`src/rtl/serial_transmitter.sv`:
```
// serial_transmitter: FIFO-buffered byte source that shifts each byte out
// MSB first as strobed bits, gated by a synchronized receiver-ready.
module serial_transmitter #(
    parameter int DEPTH             = 8,
    parameter int WRITE_HIGH_CYCLES = 10,
    parameter int WRITE_LOW_CYCLES  = 10,
    parameter int WORD_GAP_CYCLES   = 300
) (
    input  logic                       clock,
    input  logic                       reset,
    input  logic                       enqueue_in,
    input  logic [7:0]                 data_in,
    input  logic                       status_in,
    output logic [$clog2(DEPTH+1)-1:0] len_out,
    output logic                       full_out,
    output logic                       serial_out,
    output logic                       write_out,
    output logic                       busy_out
);

    localparam int LW = $clog2(DEPTH + 1);
    localparam int PW = $clog2(DEPTH);
    localparam int HL_MAX = (WRITE_HIGH_CYCLES > WRITE_LOW_CYCLES) ?
                            WRITE_HIGH_CYCLES : WRITE_LOW_CYCLES;
    localparam int T_MAX = (HL_MAX > WORD_GAP_CYCLES) ?
                           HL_MAX : WORD_GAP_CYCLES;
    localparam int TW = $clog2(T_MAX + 1);
    localparam logic [TW-1:0] HIGH_LAST = TW'(WRITE_HIGH_CYCLES - 1);
    localparam logic [TW-1:0] LOW_LAST  = TW'(WRITE_LOW_CYCLES - 1);
    localparam logic [TW-1:0] GAP_LAST  =
        TW'((WORD_GAP_CYCLES > 0) ? WORD_GAP_CYCLES - 1 : 0);
    localparam bit GAP_EN = (WORD_GAP_CYCLES > 0);

    typedef enum logic [1:0] {
        IDLE,
        BIT_HIGH,
        BIT_LOW,
        GAP
    } state_t;

    logic           sync_a;
    logic           status_s;
    logic [7:0]     mem [DEPTH];
    logic [PW-1:0]  wr_ptr;
    logic [PW-1:0]  rd_ptr;
    logic [LW-1:0]  len_next;
    logic           push;
    logic           pop;
    state_t         state;
    state_t         state_next;
    logic [TW-1:0]  timer;
    logic [TW-1:0]  timer_next;
    logic [2:0]     bit_cnt;
    logic [2:0]     bit_cnt_next;
    logic [7:0]     shreg;
    logic [7:0]     shreg_next;
    logic           serial_next;

    always_ff @(posedge clock or negedge reset) begin
        if (!reset) begin
            sync_a   <= 1'b0;
            status_s <= 1'b0;
        end else begin
            sync_a   <= status_in;
            status_s <= sync_a;
        end
    end

    // A full FIFO still accepts a byte when the head is popped this cycle.
    assign push = enqueue_in && (!full_out || pop);

    always_ff @(posedge clock) begin
        if (push) begin
            mem[wr_ptr] <= data_in;
        end
    end

    always_comb begin
        len_next = len_out;
        unique case ({push, pop})
            2'b10:   len_next = len_out + LW'(1);
            2'b01:   len_next = len_out - LW'(1);
            default: len_next = len_out;
        endcase
    end

    always_ff @(posedge clock or negedge reset) begin
        if (!reset) begin
            wr_ptr   <= '0;
            rd_ptr   <= '0;
            len_out  <= '0;
            full_out <= 1'b0;
        end else begin
            if (push) begin
                wr_ptr <= wr_ptr + PW'(1);
            end
            if (pop) begin
                rd_ptr <= rd_ptr + PW'(1);
            end
            len_out  <= len_next;
            full_out <= (len_next == LW'(DEPTH));
        end
    end

    always_comb begin
        state_next   = state;
        timer_next   = timer;
        bit_cnt_next = bit_cnt;
        shreg_next   = shreg;
        serial_next  = serial_out;
        pop          = 1'b0;
        unique case (state)
            IDLE: begin
                if ((len_out != '0) && status_s) begin
                    pop          = 1'b1;
                    shreg_next   = mem[rd_ptr];
                    serial_next  = mem[rd_ptr][7];
                    bit_cnt_next = '0;
                    timer_next   = '0;
                    state_next   = BIT_HIGH;
                end
            end
            BIT_HIGH: begin
                if (timer == HIGH_LAST) begin
                    timer_next = '0;
                    state_next = BIT_LOW;
                end else begin
                    timer_next = timer + TW'(1);
                end
            end
            BIT_LOW: begin
                if (timer == LOW_LAST) begin
                    timer_next   = '0;
                    shreg_next   = {shreg[6:0], 1'b0};
                    bit_cnt_next = bit_cnt + 3'd1;
                    if (bit_cnt == 3'd7) begin
                        if (GAP_EN) begin
                            state_next  = GAP;
                            serial_next = 1'b0;
                        end else begin
                            state_next = IDLE;
                        end
                    end else begin
                        state_next  = BIT_HIGH;
                        serial_next = shreg[6];
                    end
                end else begin
                    timer_next = timer + TW'(1);
                end
            end
            GAP: begin
                if (timer == GAP_LAST) begin
                    timer_next = '0;
                    state_next = IDLE;
                end else begin
                    timer_next = timer + TW'(1);
                end
            end
            default: state_next = IDLE;
        endcase
    end

    // Outputs are registered from the next state so they line up with it.
    always_ff @(posedge clock or negedge reset) begin
        if (!reset) begin
            state      <= IDLE;
            timer      <= '0;
            bit_cnt    <= '0;
            shreg      <= '0;
            serial_out <= 1'b0;
            write_out  <= 1'b0;
            busy_out   <= 1'b0;
        end else begin
            state      <= state_next;
            timer      <= timer_next;
            bit_cnt    <= bit_cnt_next;
            shreg      <= shreg_next;
            serial_out <= serial_next;
            write_out  <= (state_next == BIT_HIGH);
            busy_out   <= (state_next != IDLE);
        end
    end

endmodule
```
`config.mk`:
```
export PLATFORM = sky130hd
export DESIGN_NAME = serial_transmitter
export DESIGN_NICKNAME = d
export VERILOG_FILES = /design/src/rtl/serial_transmitter.sv
export SDC_FILE = /design/constraint.sdc
export NUM_CORES = 1
export LEC_CHECK = 0
export ABC_AREA = 1
export CORE_MARGIN = 1.5
export CORE_UTILIZATION = 53
export DETAILED_ROUTE_END_ITERATION = 10
export PLACE_DENSITY = 0.71
export REMOVE_ABC_BUFFERS = 1
export SYNTH_ARGS = -nofsm -noshare
export SYNTH_HDL_FRONTEND = slang
export SYNTH_SLANG_ARGS = --single-unit
```
`constraint.sdc`:
```
create_clock -name clock -period 4.5 [get_ports clock]
set_input_delay 0.9 -clock clock [delete_from_list [all_inputs] [get_ports clock]]
set_output_delay 0.9 -clock clock [all_outputs]
set_load 0.02 [all_outputs]
```
==> run metrics, run 1 <==
setup_tns=0 ns; Hold Path Stages=0; largest family of logic cells by synthesized area=simple AND/OR/NAND/NOR gates; final std cells w/o fill=570; Antenna Cells=0; H-tree depth=3; Crit path depth=17; Syn Area/Cell=10.4 um2; final worst path period need=roughly 2.7 ns; vias in the first global route=2,914; Final setup viols=0; hold path endpoint=status_s$_DFF_PN0_; dpl cells=554; Max stage delay on crit path=between 0.4 and 0.5 ns; Crit path max-delay family=simple AND/OR/NAND/NOR gates; Fin Hold WS=0.356 ns; via count=3,024; top-area cell type share of the netlist area=41.7%; Synth area leaders=edfxtp_1 42%, dfrtp_1 20%, nand2_1 10%; Syn Std Cell Area=0.00461 mm2; xor/xnor cell area share of the yosys netlist=1.71%; Starting Density=55.3%; Fmax=0.372 GHz; layout cell share with drive strength beyond 1=between 9 and 10%; max_slew headroom=40.0%; Buf/Inv on CP=4; Synth Area in Compound Gates=4.80%; cells resized by post-CTS repair=0; DRC=0; Initial DRC Count=~240; largest net degree at the start of global routing=38; Fillers=just under 700; Setup CP Type=reg -> reg; Reg2Reg Depth=17; dpl cell area=0.00486 mm2; Die Y=96.3 um; Yosys cell types=33; final net count=486; die area=just over 0.009 mm2; initial antenna violation count=0; mux cell area share after synthesis=0%; Detail Placement HPWL=5510 um; DRT Pass-1 Iters=4; Crit-path slowest cell=dfrtp_1; RD Place Congestion=approximately 0.84; CTS tree=yes; Final Hold Fails=0; Slew Viols, Final=0; register area share after synthesis=around 60%; Crit path required time=4.80 ns; worst r2r dst=full_out$_DFF_PN0_; RSZ-0062 raised after global routing=no; Site Rows=33; Hold WC Path Type=reg -> reg; Setup crit start kind=register; core area=roughly 0.0083 mm2; Area growth syn-to-layout=9.66%; Peak VDD IR=around 0.30 mV; Synth Area in Simple Gates=23.2%; Yosys warning count=0; total CTS buffers=9; CP Capture Type=register; Final Cell Area=around 0.0051 mm2; first-pass GRT wire length=between 10,000 and 15,000 um; crit-path max FO=7; Slew @ Worst Pin=between 0.8 and 0.9 ns; most frequent cells in the layout=125 x nand2_1, 64 x edfxtp_1, 58 x nand3_1; adder-cell area share of the yosys netlist=3.80%; Tcrit/Tclk final=59.8%; CTS Buffer Depth=2; clk sinks=101; I/O Pins=20; Clock Skew=about 0.011 ns; Max Cap Violations=0; Cell Pwr Density=628 mW/mm2; Synth area leader=edfxtp_1; outcome=finished clean; worst skew pair latency=0.37 ns; Total GRT Usage=about a fifth; R2R setup slack=1.81 ns; HP Start=sync_a$_DFF_PN0_; hold buffers post-CTS=0; IO buf count=19; gr ovfl total=0; worst path cell trace=inv_1 > ha_1 > inv_1 > nor2_8 > inv_2 > nand2_4 > nand2_4 > ha_1 > nand2_1 > inv_1 > nor2_1 > ha_1 > a21oi_1 > and2_1 > o21ai_1 > nand3_1 > a21oi_1; crit path DAT=approximately 3 ns; drt via density=roughly 5.3; CTS Root Cell=clkbuf_8; most common cell after layout, fill and taps aside=nand2_1; RR Startpoint=state[1]$_DFF_PN0_; Leak Pwr=2.11 nW; synthesis-stage register bit count=101; Die X=a little under 100 um; Post-CTS Setup Repair Bufs=0; Post-Synthesis Cells=443; CTS clock-pin slew for the worst setup and hold paths=0.10 ns; DRT Wirelength=8590 um; Avg WL per Cell=15.1 um; number of antenna-violating nets in the routed design=0
registers in the layout, indices dropped and copies added, names as in the netlist:
signal / count
mem: 64
timer: 9
shreg: 7
len_out: 4
bit_cnt: 3
rd_ptr: 3
wr_ptr: 3
state: 2
busy_out: 1
full_out: 1
serial_out: 1
status_s: 1
sync_a: 1
write_out: 1
where the power goes:
group          internal, mW  total [mW]  switching, mW
logic                 0.431        1.28          0.845
clock network         0.220       0.558          0.338
registers              1.19        1.34          0.148
logic make-up (layout without fill, tap and decap cells):
group | Yosys count | in the layout
compound gates | 37 | 37
xor+xnor | 9 | 9
fa+ha+maj | 14 | 14
buf+inv | 49 | 71
flops | 101 | 101
simple gates | 233 | 233
through the flow:
stage	setup slack, ns	utilization [%]	power, mW
after floorplan	2.14	-	2.24
after global placement	1.72	58.2	2.60
after detailed placement	1.60	58.2	2.64
after CTS	1.81	60.7	3.20
after global routing	1.58	60.7	3.41
final	1.81	60.7	3.18
area by class of cell:
cell class	count	area, um2	area share (%)
flip-flops and latches	101	2850	56.3
multi-input cells	293	1550	30.6
repair buffers	20	193	3.81
inverters	35	138	2.72
well taps	105	131	2.60
clock buffers	9	124	2.45
clock inverters	7	78.8	1.56
synthesized netlist by cell type (all sizes together):
library cell,n
edfxtp,64
a21oi,3
o211ai,6
xnor2,3
clkinv,2
buf,14
nand3,61
inv,33
nor2,33
o22ai,8
dfrtp,37
o221ai,2
xor2,6
ha,14
nand4,2
nor3,1
o21ai,18
nand2,135
and2,1
per-layer routing:
metal / GRT usage (%) / wire length, um / vias to the layer above / part of all wire [%]
met2: 32.7 / 4150 / 82 / 48
met4: 9.42 / 80 / 0 / 0.93
li1: - / - / 1529 / -
met5: 0 / 0 / - / 0
met3: 5.85 / 663 / 10 / 7.7
met1: 26.3 / 3700 / 1403 / 43
worst max-delay path by stage:
stage | end | slack [ns] | start
6_report | full_out$_DFF_PN0_ | 1.81 | state[1]$_DFF_PN0_
5_1_grt | full_out$_DFF_PN0_ | 1.58 | state[1]$_DFF_PN0_
4_1_cts | full_out$_DFF_PN0_ | 1.81 | state[1]$_DFF_PN0_
3_5_place_dp | full_out$_DFF_PN0_ | 1.60 | enqueue_in
3_3_place_gp | full_out$_DFF_PN0_ | 1.72 | enqueue_in
2_1_floorplan | full_out$_DFF_PN0_ | 2.14 | state[1]$_DFF_PN0_
worst register-to-register path, stage by stage (launching register included):
cell and delay [ns]:
dfrtp_1 0.45, inv_1 0.15, ha_1 0.19, inv_1 0.13, nor2_8 0.18, inv_2 0.07, nand2_4 0.06, nand2_4 0.08
ha_1 0.28, nand2_1 0.09, inv_1 0.04, nor2_1 0.12, ha_1 0.16, a21oi_1 0.05, and2_1 0.16, o21ai_1 0.18
nand3_1 0.12, a21oi_1 0.13
Power figures use the tool's default switching activity.
==> run 2: changes to the inputs <==
- PLACE_DENSITY: 0.71 -> 0.74
- clock period: 4.5 -> 2.4 ns (I/O delays scaled with it)
==> run 2 against run 1 <==
Effect of this change: worst setup slack lost 1.6 ns; sequential power grew 84%; sequential cell count is the same; final cell count grew 3.0%; total power grew 92%; first-iteration DRC count shrank 16%; clock power grew 85%; critical endpoint unchanged; largest cell class unchanged; highest routed layer unchanged.
==> run metrics, run 2 (same netlist as run 1, synthesis figures left out) <==
Fmax=0.454 GHz (+22%); most flop-heavy register=mem; Clock Skew=0.0160 ns (+0.00449 ns); most frequent cells in the layout=125 x nand2_1, 64 x edfxtp_1, 58 x nand3_1; Leak Pwr=2.19 nW (+3.7%); DRC=0 (unchanged); number of antenna-violating nets in the routed design=0 (unchanged); crit path DAT=2.51 ns (-0.48 ns); final worst path period need=2.20 ns (-0.489 ns); Max Cap Violations=0 (unchanged); Crit-path slowest cell=dfrtp_1; die area=0.00927 mm2 (unchanged); RD Place Congestion=0.818 (-2.9%); Crit path required time=2.70 ns (-2.10 ns); H-tree depth=3 (unchanged); vias in the first global route=2,947 (+1.1%); CP Capture Type=register; Setup crit start kind=register; Max stage delay on crit path=0.45 ns (about the same); Slew Viols, Final=0 (unchanged); Die X=96.3 um (unchanged); Slew @ Worst Pin=0.859 ns (-0.0383 ns); DRT Pass-1 Iters=4 (unchanged); biggest regs=mem (64), timer (9), shreg (7); Cell Pwr Density=1170 mW/mm2 (+87%); CTS clock-pin slew for the worst setup and hold paths=0.11 ns (about the same); Setup CP Type=reg -> reg; CTS Root Cell=clkbuf_8; Die Y=96.3 um (unchanged); Final setup viols=0 (unchanged); final net count=503 (+3.5%); Total GRT Usage=20.7% (+0.093 points); Detail Placement HPWL=5570 um (+1.1%); Site Rows=33 (unchanged); drt via density=5.24 (-1.2%); Starting Density=55.3% (unchanged); Final Hold Fails=0 (unchanged); largest net degree at the start of global routing=38 (unchanged); most common cell after layout, fill and taps aside=nand2_1; CTS tree=yes; core area=0.00834 mm2 (unchanged); crit-path max FO=6 (-1); via count=3,078 (+1.8%); max_slew headroom=42.7% (+2.8 points); Initial DRC Count=200 (-16%); Largest register FFs=64 (unchanged); IO buf count=19 (unchanged); clk sinks=101 (unchanged); Critical Path Most Common Cell=nor2_2; I/O Pins=20 (unchanged); Hold WC Path Type=in -> async; initial antenna violation count=0 (unchanged); dpl cells=570 (+2.9%); first-pass GRT wire length=14,100 um (+1.4%); total CTS buffers=9 (unchanged); outcome=finished clean; Area growth syn-to-layout=12.7%; worst skew pair latency=0.37 ns (about the same); Avg WL per Cell=14.6 um (-2.9%); hold buffers post-CTS=0 (unchanged); Tcrit/Tclk final=91.7% (+32 points); Final Power=6.10 mW (+92%); CTS Buffer Depth=2 (unchanged); Antenna Cells=0 (unchanged); final std cells w/o fill=587 (+3.0%); worst path cell trace=nor2_2 > nand3_2 > nand2_4 > nor2_8 > buf_4 > ha_4 > nand2_1 > inv_1 > nor2_2 > ha_1 > a21oi_2 > and2_1 > o21ai_1 > nand3_1 > a21oi_1; DRT Wirelength=8600 um (about the same); Peak VDD IR=0.684 mV (+130%); gr ovfl total=0 (unchanged); layout cell share with drive strength beyond 1=14.5% (+4.6 points)
run 2: changes by cell type in the layout (fill, tap and decap cells not counted), sizes merged:
cell and change:
buf +17, clkinv -1, inv +1
run 2: worst paths after layout:
kind | start | to | slack, ns | cells past startpoint
worst max-delay path | len_out[0]$_DFF_PN0_ | full_out$_DFF_PN0_ | 0.20 | 15
max in group asynchronous | reset | state[0]$_DFF_PN0_ | 1.64 | 1
worst min-delay path | reset | bit_cnt[1]$_DFFE_PN0P_ | 0.21 | 1
worst max register to register | len_out[0]$_DFF_PN0_ | full_out$_DFF_PN0_ | 0.20 | 15
worst min register to register | sync_a$_DFF_PN0_ | status_s$_DFF_PN0_ | 0.36 | 0
min in group clock | sync_a$_DFF_PN0_ | status_s$_DFF_PN0_ | 0.36 | 0
run 2: what timing repair did:
item	CTS	global route
resized for setup	2	7
cloned	0	0
pin swaps	0	1
setup endpoints to repair	1	2
buffers inserted	0	1
hold endpoints to repair	0	0
run 2: cell type report:
| type | count | area [um2] |
|---|---|---|
| Inverter | 35 | 138 |
| Timing Repair Buffer | 37 | 320 |
| Fill cell | 659 | 3140 |
| Multi-Input combinational cell | 293 | 1570 |
| Clock inverter | 7 | 65.1 |
| Tap cell | 105 | 131 |
| Clock buffer | 9 | 124 |
| Sequential cell | 101 | 2850 |
run 2: report_power, final:
group	internal [mW]	switching (mW)
Combinational	0.952	1.66
Sequential	2.23	0.221
Clock	0.403	0.625
Total	3.59	2.51
run 2: stage by stage:
stage | cell area, um2 | worst slack (ns) | hold slack (ns) | TNS [ns] | utilization, %
floorplan | 4530 | 0.0386 | 0.184 | 0 | -
global placement | 4980 | 0.0779 | 0.339 | 0 | 59.7
detailed placement | 4980 | -0.000346 | 0.342 | -0.000346 | 59.7
CTS | 5170 | 0.0463 | 0.230 | 0 | 62.0
global route | 5200 | -0.0182 | 0.281 | -0.0182 | 62.3
finish | 5200 | 0.198 | 0.212 | 0 | 62.3
run 2: worst max-delay path: cells and delay by family, from the launching register on:
family | cells | cell delay (ns)
adder cells (fa/ha/maj) | 2 | 0.35
flip-flops | 1 | 0.45
buffers and inverters | 2 | 0.21
AO/OA/AOI/OAI | 3 | 0.30
AND/OR/NAND/NOR | 8 | 0.82
run 2: layer usage:
| metal | GRT usage [%] | wire length (um) | vias up |
|---|---|---|---|
| li1 | - | - | 1563 |
| met1 | 28.0 | 3920 | 1453 |
| met2 | 33.4 | 4190 | 52 |
| met4 | 6.64 | 131 | 0 |
| met3 | 4.66 | 360 | 10 |
| met5 | 0 | 0 | - |
